===== src/rtl/inv_add_key_stream.sv =====
// Decryption-side AddRoundKey engine: stores the forward-ordered expanded key and
// XORs round keys onto a byte-serial state stream in reverse round order.
module inv_add_key_stream #(
  parameter int unsigned NR = 10
) (
  input  logic       clk,
  input  logic       rst,
  input  logic       key_clear,
  input  logic       key_wr_en,
  input  logic [7:0] key_wr_data,
  output logic       key_loaded,
  input  logic       in_valid,
  output logic       in_ready,
  input  logic [7:0] in_data,
  output logic       out_valid,
  input  logic       out_ready,
  output logic [7:0] out_data,
  output logic [3:0] out_round,
  output logic       out_last
);

  localparam int unsigned KEY_BYTES = 16 * (NR + 1);
  localparam int unsigned AW        = $clog2(KEY_BYTES);
  localparam logic [3:0]  ROUND_MAX = 4'(NR);

  logic [7:0]    key_mem [KEY_BYTES];
  logic [AW-1:0] wr_ptr;
  logic [3:0]    round;
  logic [3:0]    byte_cnt;
  logic [AW-1:0] rd_addr;
  logic          wr_fire;
  logic          xfer;

  // Round-major addressing: 16*round + byte.
  assign rd_addr  = AW'({round, byte_cnt});
  assign in_ready = key_loaded && (!out_valid || out_ready);
  assign xfer     = in_valid && in_ready;
  assign wr_fire  = key_wr_en && !key_loaded && !rst && !key_clear;

  // Key store is deliberately not reset; key_loaded gates every read.
  always_ff @(posedge clk) begin
    if (wr_fire) begin
      key_mem[wr_ptr] <= key_wr_data;
    end
  end

  always_ff @(posedge clk) begin
    if (rst || key_clear) begin
      key_loaded <= 1'b0;
      wr_ptr     <= '0;
      round      <= ROUND_MAX;
      byte_cnt   <= 4'd0;
      out_valid  <= 1'b0;
      out_data   <= 8'd0;
      out_round  <= 4'd0;
      out_last   <= 1'b0;
    end else begin
      if (wr_fire) begin
        wr_ptr <= wr_ptr + AW'(1);
        if (wr_ptr == AW'(KEY_BYTES - 1)) begin
          key_loaded <= 1'b1;
        end
      end

      if (xfer) begin
        out_valid <= 1'b1;
        out_data  <= in_data ^ key_mem[rd_addr];
        out_round <= round;
        out_last  <= (round == 4'd0) && (byte_cnt == 4'd15);
        byte_cnt  <= byte_cnt + 4'd1;
        // Block end: round 0 wraps back to the final round key.
        if (byte_cnt == 4'd15) begin
          round <= (round == 4'd0) ? ROUND_MAX : round - 4'd1;
        end
      end else if (out_ready) begin
        out_valid <= 1'b0;
      end
    end
  end

endmodule


===== config.mk =====
export PLATFORM = sky130hd
export DESIGN_NAME = inv_add_key_stream
export DESIGN_NICKNAME = d
export VERILOG_FILES = /design/src/rtl/inv_add_key_stream.sv
export SDC_FILE = /design/constraint.sdc
export NUM_CORES = 1
export LEC_CHECK = 0
export CORE_ASPECT_RATIO = 2
export CORE_UTILIZATION = 60
export DETAILED_ROUTE_END_ITERATION = 7
export MAX_ROUTING_LAYER = met4
export PLACE_DENSITY = 0.76
export SETUP_SLACK_MARGIN = 0.15
export SYNTH_ARGS = -nofsm -noshare
export SYNTH_HDL_FRONTEND = slang
export SYNTH_SLANG_ARGS = --single-unit

===== constraint.sdc =====
create_clock -name clk -period 3.9 [get_ports clk]
set_input_delay 0.975 -clock clk [delete_from_list [all_inputs] [get_ports clk]]
set_output_delay 0.975 -clock clk [all_outputs]
set_load 0.1 [all_outputs]

# --- Yosys cells after proc, flatten, opt, wreduce, memory -nomap -nowiden ---
# Memories as Yosys holds them, arrays and structs flattened.
# Cells that the tools add are included.
totals:
  regBits: 31
  ramBits: 1408
  word_cells: 36
  mem_count: 1
memory_table:
  columns: ["memory", "words", "width", "rd", "rd_ports_with_merged_regs", "write_ports", "line_no", "text"]
  rows:
  - ["key_mem", 176, 8, 1, 0, 1, "26", "logic [7:0] key_mem [KEY_BYTES];"]
classes:
  addsub: 3
  n_eq_ne: 2
  muxes: 5
  bitwise_logic: 1
  reduce_logical: 16
op_table:
  columns: ["operator", "n"]
  rows:
  - ["8-bit by 1-bit adder with 8-bit output, second input constant", 1]
  - ["8-bit == test, second input constant", 1]
  - ["8-bit XOR", 1]
  - ["1-bit logical AND", 6]
  - ["4-bit by 1-bit adder with 4-bit output, second input constant", 1]
  - ["4-bit == test, second input constant", 1]
  - ["1-bit logical NOT", 4]
  - ["4-bit logical NOT", 1]
  - ["1-bit 2-to-1 mux", 4]
  - ["4-bit 2-to-1 mux", 1]
  - ["2-bit AND reduction", 2]
  - ["4-bit by 1-bit subtractor with 4-bit output, second input constant", 1]
  - ["1-bit logical OR", 2]
  - ["2-bit nonzero test", 1]

# --- Logic depth before layout (Yosys ltp) ---
depth:
  word_depth: 6
  depth_mapped: 14
  mapped_depth_nobuf: 7

# --- Worst setup path before layout ---
# OpenSTA, ideal clock, no wires.
synth_path:
  kind: "in2reg"
  startpoint: "input rst"
  endpoint: "memory key_mem[148][0], enable pin"
  t_arrival_ns: 2.733
  path_slack_ns: 0.796
  cell_stages: 5
  n_path_buf: 1
  path_cell_list: "or2_2 -> nor3b_2 -> clkbuf_1 -> nand3_1 -> nor2_1"
synth_between:
  elab_chain_len: 5
synth_lines:
  columns: ["item", "line_no", "text"]
  rows:
  - ["start: declaration", "7", "input logic rst,"]
  - ["1-bit logical NOT", "38", "assign wr_fire = key_wr_en && !key_loaded && !rst && !key_clear;"]
  - ["1-bit logical AND (2 in series)", "38", null]
  - ["1-bit 2-to-1 mux", "42", "if (wr_fire) begin"]
  - ["1-bit 2-to-1 mux (not written as such)", "43", "key_mem[wr_ptr] <= key_wr_data;"]
  - ["end: declaration", "26", null]
# Every way passes these cells.

# --- Worst setup path after layout ---
layout_path:
  startpoint: "register byte_cnt[0]"
  endpoint: "register out_data[6]"
layout_between:
  elab_chain_len: 2
layout_lines:
  columns: ["item", "line_no", "text"]
  rows:
  - ["start: declaration", "29", "logic [3:0] byte_cnt;"]
  - ["start signal: assignment", "70", "byte_cnt <= byte_cnt + 4'd1;"]
  - ["memory 176 x 8 bit", null, null]
  - ["8-bit XOR", "67", "out_data <= in_data ^ key_mem[rd_addr];"]
  - ["end signal: assignment", "67", null]
  - ["end: declaration", "17", "output logic [7:0] out_data,"]
# Every way passes these cells.
# A chain may end at the register's enable or synchronous reset.

==> out/summary.txt <==
port bufs - 37
GRT Util Overall - 32.9%
largest net degree at the start of global routing - 102
Worst path max stage delay - 0.78 ns
DR vias/cell - 6.72
Routed WL - 148 mm
die width - 219 µm
Initial Util - 60.6%
GRT overflow - 0
Syn Area/Cell - 20.0 µm²
DRC - 0
r2r endpoint - out_data[6]$_SDFFE_PP0P_
post-DP HPWL - 97.3 mm
worst hold path cell count - 2
proportion of layout cells with a drive suffix above 1 - 26.8%
Max-cap violations - 0
ant diodes - 0
RSZ-0062 raised after global routing - false
number of synthesized flops with an enable pin - 1408
Top Usage Layer GRT - met2
number of routed nets with antenna violations - 0
worst r2r src - byte_cnt[0]$_SDFFE_PP0P_
Tmin final - 3.53 ns
worst hold margin - 0.509 ns
Crit. End Element - flop
register area share after synthesis - 76.1%
ys async rst share - 0%
post-synthesis net count - 2840
flop-to-flop setup slack - 0.37 ns
nets - 3173
clock buffer count from CTS - 113
I/O pin count - 38
Core ar. - 0.0929 mm²
hold crit path type - reg2reg
placed cell areas - 0.0602 mm²
Final WS setup - 0.375 ns
DRT iter0 DRCs - 3653
total power - 0.0294 W
CTS root buffer - clkbuf_16
M1 GR Usage - 36.0%
final hold vios - 0
classification of the worst setup path - reg2reg
Final setup viols - 0
Routed WL per cell - 33.3 µm
worst hold endpoint - out_data[4]$_SDFFE_PP0P_
CP arrival - 4.13 ns
CTS tree - yes
CTS clk-pin slew, worst paths - 0.08 ns
P_leak - 19.7 nW
delay-heaviest family, CP - simple AND/OR/NAND/NOR gates
Detailed Routing Iterations Pass 1 - 6
Worst Path Max Fanout - 23
H-tree Lvls - 3
max-slew violations - 0
Post-CTS Resized - 0
Worst Skew - 0.0283 ns
Slew HR - 23.4%
pre-CTS setup slack - 0.277 ns
area of the mapped netlist - 0.0563 mm²
reg2reg path depth - 8
synth warn - 0
die height - 435 µm
Worst Max-Slew Pin Slew - 1.15 ns
critical path data required time - 4.51 ns
GPL Wtd Cong - 0.971
Finished Cell Area - 0.0641 mm²
met3 usage in global routing - 4.88%
first-pass GRT wire length - 213 mm
power density over cell area - 458 mW/mm²
Crit-path slowest cell - dfxtp_4
Post-CTS Setup Bufs - 0
M2 GR Usage - 54.0%
FP Rows - 158
CTS Buffer Depth - 3
Clk Latency, worst-skew pair - 0.72 ns
Critical Path Start Type - flop
Peak Freq - 284 MHz
Crit path buffers/inverters - 1
Die Footprint - 0.0952 mm²
Hold Path Origin - out_data[4]$_SDFFE_PP0P_
Final Cycle Share - 90.4%
number of global-route vias before repair - 31000
initial antenna violation count - 0
maximum vdd drop - 415 µV
status - finished, final reports clean
setup tns final - 0 ns
Post-CTS Hold Buffers - 0
CTS sink count - 1439
Post-Syn Instances - 2811
Vias - 29900
Cell Chain, Critical Path - buf_12, mux4_2, nor2_1, nor4_1, or4_4, o31ai_4, a31o_1, o211ai_2
Area Overhead vs Synth - 13.7%
Unique masters post-synth - 56
synthesis-stage register bit count - 1439
Main synth FF type - edfxtp_1
==> per-stage QoR <==
| stage | instances | utilization, % |
|---|---|---|
| global route | 4441 | 69.0 |
| detailed placement | 4229 | 64.8 |
| CTS | 4441 | 69.0 |
| floorplan | 2811 | - |
| global placement | 4229 | 64.8 |
| finish | 4441 | 69.0 |
==> layout by cell type, fill, tap and decap left out, types with 7 or more instances in the layout <==
| cell type | count |
|---|---|
| a2111oi_0 | 7 |
| a211oi_1 | 33 |
| a21oi_1 | 38 |
| a22o_1 | 16 |
| a22oi_1 | 72 |
| a31oi_1 | 12 |
| and2_1 | 13 |
| and3_1 | 14 |
| buf_12 | 23 |
| buf_4 | 325 |
| bufinv_16 | 19 |
| clkbuf_1 | 18 |
| clkbuf_16 | 115 |
| clkdlybuf4s50_1 | 25 |
| clkinv_1 | 20 |
| clkinv_2 | 16 |
| clkinv_4 | 10 |
| clkinvlp_4 | 7 |
| dfxtp_1 | 27 |
| edfxtp_1 | 1408 |
| ha_1 | 7 |
| mux2_2 | 12 |
| mux2i_1 | 101 |
| mux4_2 | 291 |
| nand2_1 | 57 |
| nand3_1 | 58 |
| nor2_1 | 221 |
| nor2b_1 | 58 |
| nor4_1 | 17 |
| o211ai_1 | 9 |
| o21ai_0 | 19 |
| o221ai_1 | 24 |
| o22ai_1 | 28 |
| or3_1 | 10 |
==> synth_stat cells, drive strengths merged, types with 16 or more instances <==
cell type     n  area, µm²
buf          91        622
o21ai        19       95.1
nand2        57        214
mux2i       101       1010
clkbuf       70        263
edfxtp     1408      42300
o221ai       24        210
a22oi        72        541
nor2b        58        363
a21oi        38        190
nor2        222        833
mux4        296       6690
a22o         16        140
nand3        64        350
o22ai        28        175
dfxtp        31        621
a211oi       33        248
nor4         17        106
==> logic make-up (layout without fill, tap and decap cells) <==
family / Yosys count / count (layout) / share of synthesized area [%]
AOI/OAI and AO/OA: 285 / 285 / 3.80
xor gates and xnor gates: 8 / 8 / 0.124
adders and majority gates: 7 / 7 / 0.155
buffers and inverters: 167 / 597 / 1.61
DFF: 1439 / 1439 / 76.1
muxes: 409 / 409 / 13.9
and+or+nand+nor: 496 / 496 / 4.27
==> power breakdown <==
part           switching (W)  internal [W]
clock                0.00535       0.00671
combinational       0.000306     0.0000559
sequential        0.00000140        0.0169
total                0.00566        0.0237
==> routing by layer <==
layer	share of wire, %	vias up
li1	-	12200
met1	31	15300
met2	52	1846
met3	7.6	463
met4	9.2	0
met5	0	-
==> state kept, by name, indices dropped and copies added, names as in the netlist <==
register / count
out_data: 8
out_last: 1
out_round: 4
key_loaded: 1
out_valid: 1
wr_ptr: 8
byte_cnt: 4
key_mem: 1408
round: 4
==> area by class of cell <==
class	instances	area [µm²]
Sequential cell	1439	42900
Fill cell	5577	28800
Multi-Input combinational cell	1205	12500
Timing Repair Buffer	379	3220
Clock buffer	133	2950
Tap cell	1200	1500
Clock inverter	79	937
Inverter	6	22.5
==> tightest hold or removal path: stages (launching register included) <==
cell and delay (ns):
dfxtp_1 0.32, nand3_1 0.06, nand3b_1 0.07
==> worst max path at each step <==
stage / from / to / slack, ns / cells past startpoint
2_1_floorplan: rst / key_mem[148][0]$_DFFE_PP_ / 0.80 / 5
6_report: byte_cnt[0]$_SDFFE_PP0P_ / out_data[6]$_SDFFE_PP0P_ / 0.37 / 8
3_3_place_gp: rst / key_mem[140][5]$_DFFE_PP_ / 0.30 / 9
4_1_cts: byte_cnt[0]$_SDFFE_PP0P_ / out_data[6]$_SDFFE_PP0P_ / 0.41 / 10
3_5_place_dp: rst / key_mem[60][4]$_DFFE_PP_ / 0.28 / 9
5_1_grt: byte_cnt[0]$_SDFFE_PP0P_ / out_data[5]$_SDFFE_PP0P_ / 0.31 / 10
Note: power is estimated with default switching activity, not from simulation.
